### src/rtl/ikari_video_pkg.sv
`default_nettype none
// ============================================================================
// Module   : ikari_video_pkg
// Brief    : Shared scroll types, widths and blanking edge-detect helper.
// Revision : 1.0
// ============================================================================
package ikari_video_pkg;

   localparam int POS_W = 9;
   localparam int MAP_W = 10;

   typedef logic [POS_W-1:0] scroll_t;

   typedef struct packed {
      logic rise;
      logic fall;
   } edge_t;

   function automatic edge_t edge_detect(input logic i_cur, input logic i_prev);
      edge_t w_e;
      w_e.rise = i_cur & ~i_prev;
      w_e.fall = ~i_cur & i_prev;
      return w_e;
   endfunction

endpackage
`default_nettype wire

### src/rtl/ikari_front_scroll_gen_if.sv
`default_nettype none
// ============================================================================
// Module   : ikari_front_scroll_gen_if
// Brief    : Video timing, scroll register and scrolled position bundle.
// Revision : 1.0
// ============================================================================
interface ikari_front_scroll_gen_if;
   import ikari_video_pkg::*;

   logic             pix_ce;
   logic             hblank;
   logic             vblank;
   logic             INV;
   logic [7:0]       F1X;
   logic             F1X8;
   logic [7:0]       F1Y;
   logic             F1Y8;
   logic [7:0]       F2X;
   logic             F2X8;
   logic [7:0]       F2Y;
   logic             F2Y8;
   scroll_t          F1_XPOS;
   scroll_t          F1_YPOS;
   scroll_t          F2_XPOS;
   scroll_t          F2_YPOS;
   logic [MAP_W-1:0] F1_MAP_ADDR;
   logic [MAP_W-1:0] F2_MAP_ADDR;
   logic             PIX_VALID;

   modport master (
      output pix_ce, hblank, vblank, INV,
      output F1X, F1X8, F1Y, F1Y8, F2X, F2X8, F2Y, F2Y8,
      input  F1_XPOS, F1_YPOS, F2_XPOS, F2_YPOS,
      input  F1_MAP_ADDR, F2_MAP_ADDR, PIX_VALID
   );

   modport slave (
      input  pix_ce, hblank, vblank, INV,
      input  F1X, F1X8, F1Y, F1Y8, F2X, F2X8, F2Y, F2Y8,
      output F1_XPOS, F1_YPOS, F2_XPOS, F2_YPOS,
      output F1_MAP_ADDR, F2_MAP_ADDR, PIX_VALID
   );

endinterface
`default_nettype wire

### src/rtl/ikari_scroll_axis.sv
`default_nettype none
// ============================================================================
// Module   : ikari_scroll_axis
// Brief    : 9-bit scroll accumulator; load beats step, steps wrap mod 512.
// Revision : 1.0
// ============================================================================
module ikari_scroll_axis
   import ikari_video_pkg::*;
(
   input  wire logic    clk,
   input  wire logic    rst,
   input  wire logic    i_load,
   input  wire scroll_t i_load_val,
   input  wire logic    i_step,
   input  wire logic    i_down,
   output scroll_t      o_val
);

   scroll_t r_acc;

   always_ff @(posedge clk) begin
      if (rst) begin
         r_acc <= '0;
      end else if (i_load) begin
         r_acc <= i_load_val;
      end else if (i_step) begin
         r_acc <= i_down ? r_acc - scroll_t'(1) : r_acc + scroll_t'(1);
      end
   end

   assign o_val = r_acc;

endmodule
`default_nettype wire

### src/rtl/ikari_front_scroll_gen.sv
`default_nettype none
// ============================================================================
// Module   : ikari_front_scroll_gen
// Brief    : Per-frame scroll shadowing and per-pixel X/Y for two tile layers.
// Revision : 1.0
// ============================================================================
module ikari_front_scroll_gen
   import ikari_video_pkg::*;
#(
   parameter int      HVIS      = 256,
   parameter int      VVIS      = 224,
   parameter scroll_t HOFS      = 9'd0,
   parameter scroll_t VOFS      = 9'd0,
   parameter int      TILE_BITS = 4
)(
   input  wire logic               clk,
   input  wire logic               reset,
   ikari_front_scroll_gen_if.slave bus
);

   localparam scroll_t c_XFLIP = scroll_t'(HVIS - 1);
   localparam scroll_t c_YFLIP = scroll_t'(VVIS - 1);
   localparam int      c_NLAY  = 2;

   logic    r_vblank_d;
   logic    r_hblank_d;
   logic    r_sinv;
   scroll_t r_sx [c_NLAY];
   scroll_t r_sy [c_NLAY];
   logic    r_seen_rise;
   logic    r_armed;
   scroll_t r_xpos [c_NLAY];
   scroll_t r_ypos [c_NLAY];
   logic    r_pix_valid;

   edge_t   w_vb;
   edge_t   w_hb;
   scroll_t w_live_x [c_NLAY];
   scroll_t w_live_y [c_NLAY];
   scroll_t w_xacc   [c_NLAY];
   scroll_t w_yacc   [c_NLAY];
   logic    w_xstep;
   logic    w_ystep;

   assign w_vb    = edge_detect(bus.vblank, r_vblank_d);
   assign w_hb    = edge_detect(bus.hblank, r_hblank_d);
   assign w_xstep = bus.pix_ce & ~bus.hblank;
   assign w_ystep = w_hb.rise & ~bus.vblank;

   assign w_live_x[0] = {bus.F1X8, bus.F1X};
   assign w_live_y[0] = {bus.F1Y8, bus.F1Y};
   assign w_live_x[1] = {bus.F2X8, bus.F2X};
   assign w_live_y[1] = {bus.F2Y8, bus.F2Y};

   // Outputs stay blank after reset until one full vblank has been seen, so
   // stale zero shadows are never presented as a real picture.
   always_ff @(posedge clk) begin
      if (reset) begin
         r_vblank_d  <= 1'b0;
         r_hblank_d  <= 1'b0;
         r_sinv      <= 1'b0;
         r_seen_rise <= 1'b0;
         r_armed     <= 1'b0;
         r_pix_valid <= 1'b0;
         for (int i = 0; i < c_NLAY; i++) begin
            r_sx[i]   <= '0;
            r_sy[i]   <= '0;
            r_xpos[i] <= '0;
            r_ypos[i] <= '0;
         end
      end else begin
         r_vblank_d <= bus.vblank;
         r_hblank_d <= bus.hblank;
         if (w_vb.rise) begin
            r_sinv      <= bus.INV;
            r_seen_rise <= 1'b1;
            for (int i = 0; i < c_NLAY; i++) begin
               r_sx[i] <= w_live_x[i];
               r_sy[i] <= w_live_y[i];
            end
         end
         if (w_vb.fall && r_seen_rise) begin
            r_armed <= 1'b1;
         end
         if (bus.pix_ce && r_armed) begin
            r_pix_valid <= ~bus.hblank & ~bus.vblank;
            for (int i = 0; i < c_NLAY; i++) begin
               r_xpos[i] <= w_xacc[i];
               r_ypos[i] <= w_yacc[i];
            end
         end
      end
   end

   for (genvar gi = 0; gi < c_NLAY; gi++) begin : g_layer
      scroll_t w_xload;
      scroll_t w_yload;

      // Flipped screens start at the far edge and count back toward zero.
      assign w_xload = r_sx[gi] + HOFS + (r_sinv ? c_XFLIP : scroll_t'(0));
      assign w_yload = r_sy[gi] + VOFS + (r_sinv ? c_YFLIP : scroll_t'(0));

      ikari_scroll_axis u_xaxis (
         .clk        (clk),
         .rst        (reset),
         .i_load     (w_hb.fall),
         .i_load_val (w_xload),
         .i_step     (w_xstep),
         .i_down     (r_sinv),
         .o_val      (w_xacc[gi])
      );

      ikari_scroll_axis u_yaxis (
         .clk        (clk),
         .rst        (reset),
         .i_load     (w_vb.fall),
         .i_load_val (w_yload),
         .i_step     (w_ystep),
         .i_down     (r_sinv),
         .o_val      (w_yacc[gi])
      );
   end

   assign bus.F1_XPOS     = r_xpos[0];
   assign bus.F1_YPOS     = r_ypos[0];
   assign bus.F2_XPOS     = r_xpos[1];
   assign bus.F2_YPOS     = r_ypos[1];
   assign bus.PIX_VALID   = r_pix_valid;
   assign bus.F1_MAP_ADDR = MAP_W'({r_ypos[0][POS_W-1:TILE_BITS], r_xpos[0][POS_W-1:TILE_BITS]});
   assign bus.F2_MAP_ADDR = MAP_W'({r_ypos[1][POS_W-1:TILE_BITS], r_xpos[1][POS_W-1:TILE_BITS]});

endmodule
`default_nettype wire
### src/flat_wrapper.sv
// flat-port wrapper written by rule: the top's interface ports become plain ports
module ikari_front_scroll_gen_flat import ikari_video_pkg::*;
#(
   parameter int      HVIS      = 256,
   parameter int      VVIS      = 224,
   parameter scroll_t HOFS      = 9'd0,
   parameter scroll_t VOFS      = 9'd0,
   parameter int      TILE_BITS = 4
)
  (clk, reset, bus_pix_ce, bus_hblank, bus_vblank, bus_INV, bus_F1X, bus_F1X8, bus_F1Y, bus_F1Y8, bus_F2X, bus_F2X8, bus_F2Y, bus_F2Y8, bus_F1_XPOS, bus_F1_YPOS, bus_F2_XPOS, bus_F2_YPOS, bus_F1_MAP_ADDR, bus_F2_MAP_ADDR, bus_PIX_VALID);
  ikari_front_scroll_gen_if bus_i ();
  input  wire logic clk;
  input  wire logic reset;
  input wire logic [$bits(bus_i.pix_ce)-1:0] bus_pix_ce;
  input wire logic [$bits(bus_i.hblank)-1:0] bus_hblank;
  input wire logic [$bits(bus_i.vblank)-1:0] bus_vblank;
  input wire logic [$bits(bus_i.INV)-1:0] bus_INV;
  input wire logic [$bits(bus_i.F1X)-1:0] bus_F1X;
  input wire logic [$bits(bus_i.F1X8)-1:0] bus_F1X8;
  input wire logic [$bits(bus_i.F1Y)-1:0] bus_F1Y;
  input wire logic [$bits(bus_i.F1Y8)-1:0] bus_F1Y8;
  input wire logic [$bits(bus_i.F2X)-1:0] bus_F2X;
  input wire logic [$bits(bus_i.F2X8)-1:0] bus_F2X8;
  input wire logic [$bits(bus_i.F2Y)-1:0] bus_F2Y;
  input wire logic [$bits(bus_i.F2Y8)-1:0] bus_F2Y8;
  output wire logic [$bits(bus_i.F1_XPOS)-1:0] bus_F1_XPOS;
  output wire logic [$bits(bus_i.F1_YPOS)-1:0] bus_F1_YPOS;
  output wire logic [$bits(bus_i.F2_XPOS)-1:0] bus_F2_XPOS;
  output wire logic [$bits(bus_i.F2_YPOS)-1:0] bus_F2_YPOS;
  output wire logic [$bits(bus_i.F1_MAP_ADDR)-1:0] bus_F1_MAP_ADDR;
  output wire logic [$bits(bus_i.F2_MAP_ADDR)-1:0] bus_F2_MAP_ADDR;
  output wire logic [$bits(bus_i.PIX_VALID)-1:0] bus_PIX_VALID;
  assign bus_i.pix_ce = bus_pix_ce;
  assign bus_i.hblank = bus_hblank;
  assign bus_i.vblank = bus_vblank;
  assign bus_i.INV = bus_INV;
  assign bus_i.F1X = bus_F1X;
  assign bus_i.F1X8 = bus_F1X8;
  assign bus_i.F1Y = bus_F1Y;
  assign bus_i.F1Y8 = bus_F1Y8;
  assign bus_i.F2X = bus_F2X;
  assign bus_i.F2X8 = bus_F2X8;
  assign bus_i.F2Y = bus_F2Y;
  assign bus_i.F2Y8 = bus_F2Y8;
  assign bus_F1_XPOS = bus_i.F1_XPOS;
  assign bus_F1_YPOS = bus_i.F1_YPOS;
  assign bus_F2_XPOS = bus_i.F2_XPOS;
  assign bus_F2_YPOS = bus_i.F2_YPOS;
  assign bus_F1_MAP_ADDR = bus_i.F1_MAP_ADDR;
  assign bus_F2_MAP_ADDR = bus_i.F2_MAP_ADDR;
  assign bus_PIX_VALID = bus_i.PIX_VALID;
  ikari_front_scroll_gen #(.HVIS(HVIS), .VVIS(VVIS), .HOFS(HOFS), .VOFS(VOFS), .TILE_BITS(TILE_BITS)) u_core (.clk(clk), .reset(reset), .bus(bus_i));
endmodule
### config.mk
export PLATFORM = sky130hd
export DESIGN_NAME = ikari_front_scroll_gen_flat
export DESIGN_NICKNAME = d
export VERILOG_FILES = /design/src/rtl/ikari_video_pkg.sv /design/src/rtl/ikari_front_scroll_gen_if.sv /design/src/rtl/ikari_scroll_axis.sv /design/src/rtl/ikari_front_scroll_gen.sv /design/src/flat_wrapper.sv
export SDC_FILE = /design/constraint.sdc
export NUM_CORES = 1
export LEC_CHECK = 0
export CAP_MARGIN = 20
export CORE_ASPECT_RATIO = 1.75
export CORE_UTILIZATION = 56
export DETAILED_ROUTE_END_ITERATION = 10
export PLACE_DENSITY = 0.82
export SETUP_SLACK_MARGIN = 0.05
export SYNTH_ARGS = -nofsm -noshare
export SYNTH_HDL_FRONTEND = slang
export SYNTH_SLANG_ARGS = --single-unit
### constraint.sdc
create_clock -name clk -period 4.8 [get_ports clk]
set_clock_uncertainty 0.15 [all_clocks]
set_input_delay 0.48 -clock clk [delete_from_list [all_inputs] [get_ports clk]]
set_output_delay 0.48 -clock clk [all_outputs]
set_load 0.05 [all_outputs]
==> flow_summary.ini <==
[clock_tree]
cts_buffers = 17
cts_setup_buffers = 0
cts_tree = done
cts_resized = 0
worst_skew_pair.late_latency_ps = 410
cts_sinks = 114
cts_hold_buf = 0
cts-root-buf = clkbuf_16
clk_pin_slew_ps = 60
htree_levels = 4
clk_path_buf_depth = 2

[floorplan]
rows = 53
design.die.area_mm2 = 0.01288
die_x_um = 86.23
initial_utilization = 0.5760
core-area_mm2 = 0.01207
die_y_um = 149.4
ios = 99

[worst_setup_path]
critPathKind = reg -> reg
reg2reg_depth = 10
critPathRequiredTime_ps = 4940
crit_fanout = 18
arrival_ps = 3220
cp-end-kind = flip-flop
startpoint_type = flip-flop

[detailed_routing]
avgRoutedWirePerCell_um = 15.89
drt_wl_total_mm = 15.21
route.detailed.drc = 0
drtIter0Drc = 377
via_per_inst = 5.768
drt-pass1-iter-count = 5
vias = 5520
ant_nets = 0

[sta]
fin_crit_ps = 3080
setup_viol = 0
setup_tns_ps = 0
max_freq_ghz = 0.3247
slew_headroom = 0.2847
worst_slack_ps = 1720
timing.final.crit_share = 0.6417
drv_slew = 0
rsz0062_at_grt = false
hold_viol_final = 0
worstMarginPinSlew_ps = 1069

[yosys]
ys_seq_area_frac = 0.4320
synth_seq_cells = 114
netlist_instances = 697
yosys_warnings = 0
syn-num-nets = 805
async_reset_ff_frac = 0
ys_types = 55
netlist_area_mm2 = 0.006952
syn_avg_cell_area_um2 = 9.974
synthFlopType = edfxtp_1
synth-edff-count = 72

[placement]
dp_slack_ps = 1779
placedCellCount = 925
port_buffers = 98
dp_hpwl_mm = 11.01
gp_congestion = 0.9415

[cells_and_area]
drive_gt1_frac = 0.06187
syn2layout_area_growth_pct = 23.02
num_antenna_cells = 0
fill_cells = 928
layout_commonest_cell = clkdlybuf4s50_1
layout_common_cells = 98 x clkdlybuf4s50_1, 72 x edfxtp_1, 64 x and2_1, 58 x nor2_1, 58 x ha_1
nets = 887
fin_util = 0.7086
fin_cells = 957

[min_path]
holdPathStages = 2
min_path_type = reg -> reg

[global_route]
grt_pass1_wl_mm = 25.21
grt_util_all_layers = 0.2514
antenna_found_initial = 0
grt_max_degree = 39
grt_overflow = 0
grt_pass1_vias = 5388

[outcome]
status = complete, no violations

[pwr]
vdd_drop_max_mv = 0.2802
p_leak_nw = 3.464
power.density_mw_per_mm2 = 340.4

[flow_run]
maxCapViolCount = 0
-- through the flow --
step | cell area [µm²] | power [mW] | hold WS [ps]
6_report | 8552 | 2.911 | 322.7
5_1_grt | 8552 | 3.025 | 344.7
4_1_cts | 8552 | 2.919 | 325.7
3_5_place_dp | 7959 | 1.657 | 318.7
3_3_place_gp | 7959 | 1.634 | 286.6
2_1_floorplan | 6952 | 1.511 | 276.9
-- power breakdown --
part | leakage (nW) | total [mW] | switching, mW | internal [mW]
combinational | 2.08 | 0.500 | 0.293 | 0.207
clock | 0.277 | 1.26 | 0.452 | 0.811
sequential | 1.11 | 1.15 | 0.0423 | 1.11
-- worst max-delay path, stage by stage, from the launching register on --
cell	delay [ps]
dfxtp_2	590
buf_4	350
ha_1	230
inv_1	70
fa_1	450
nor2b_1	180
o21ai_1	90
a21oi_1	230
or3_1	150
a21oi_1	60
a2111oi_0	400
-- synthesized netlist by cell type (12+ instances only) --
library cell | instances | share of area
a211oi_1 | 16 | 0.017
a21oi_1 | 45 | 0.032
and2_1 | 64 | 0.058
buf_4 | 20 | 0.022
clkbuf_1 | 17 | 0.0092
dfxtp_1 | 42 | 0.12
edfxtp_1 | 72 | 0.31
ha_1 | 58 | 0.10
inv_1 | 31 | 0.017
nand2_1 | 27 | 0.015
nand2b_1 | 24 | 0.022
nor2_1 | 58 | 0.031
nor2b_1 | 12 | 0.011
nor3_1 | 17 | 0.012
o21ai_0 | 46 | 0.033
xnor2_1 | 23 | 0.029
xor2_1 | 16 | 0.020
-- metal layers --
metal / GRT usage / up-vias / wire [µm]
met5: 0 / - / 0
met4: 0.1175 / 0 / 422
met3: 0.03929 / 43 / 710
met2: 0.4460 / 212 / 7986
met1: 0.2926 / 2605 / 6090
li1: - / 2660 / -
-- kinds of logic (layout without fill, tap and decap cells) --
family | after synthesis | count (layout) | share of synthesized area
mux | 4 | 4 | 0.005760
fa+ha+maj | 66 | 66 | 0.1274
flops | 114 | 114 | 0.4320
simple gates | 221 | 221 | 0.1647
compound gates | 179 | 179 | 0.1696
buf+inv | 74 | 169 | 0.05148
xor+xnor | 39 | 39 | 0.04913
-- worst paths after layout --
| kind | from | to | slack (ps) |
|---|---|---|---|
| setup / recovery | u_core.r_sinv | u_core.g_layer[0].u_xaxis.o_val[6] | 1720 |
| hold / removal | u_core.g_layer[0].u_xaxis.o_val[1] | u_core.g_layer[0].u_xaxis.o_val[1] | 320 |
| setup reg to reg | u_core.r_sinv | u_core.g_layer[0].u_xaxis.o_val[6] | 1720 |
| hold reg to reg | u_core.g_layer[0].u_xaxis.o_val[1] | u_core.g_layer[0].u_xaxis.o_val[1] | 320 |
-- registers in the layout (all words and copies together) (netlist names), 18 cells and up --
name,flops
u_core.g_layer.u_xaxis.o_val,18
u_core.g_layer.u_yaxis.o_val,18
u_core.r_sx,18
u_core.r_sy,18
u_core.r_xpos,18
u_core.r_ypos,18
-- final cells by class --
type                       instances  area [µm²]  share of cell area
tap                              165       206.4             0.02414
timing repair buffer             106        1041              0.1217
multi-input combinational        509        3591              0.4199
sequential                       114        3004              0.3513
clock inverter                    14       163.9             0.01917
inverter                          31       116.4             0.01361
clock buffer                      18       429.2             0.05018
No activity file was read; power rests on OpenSTA's default activity.
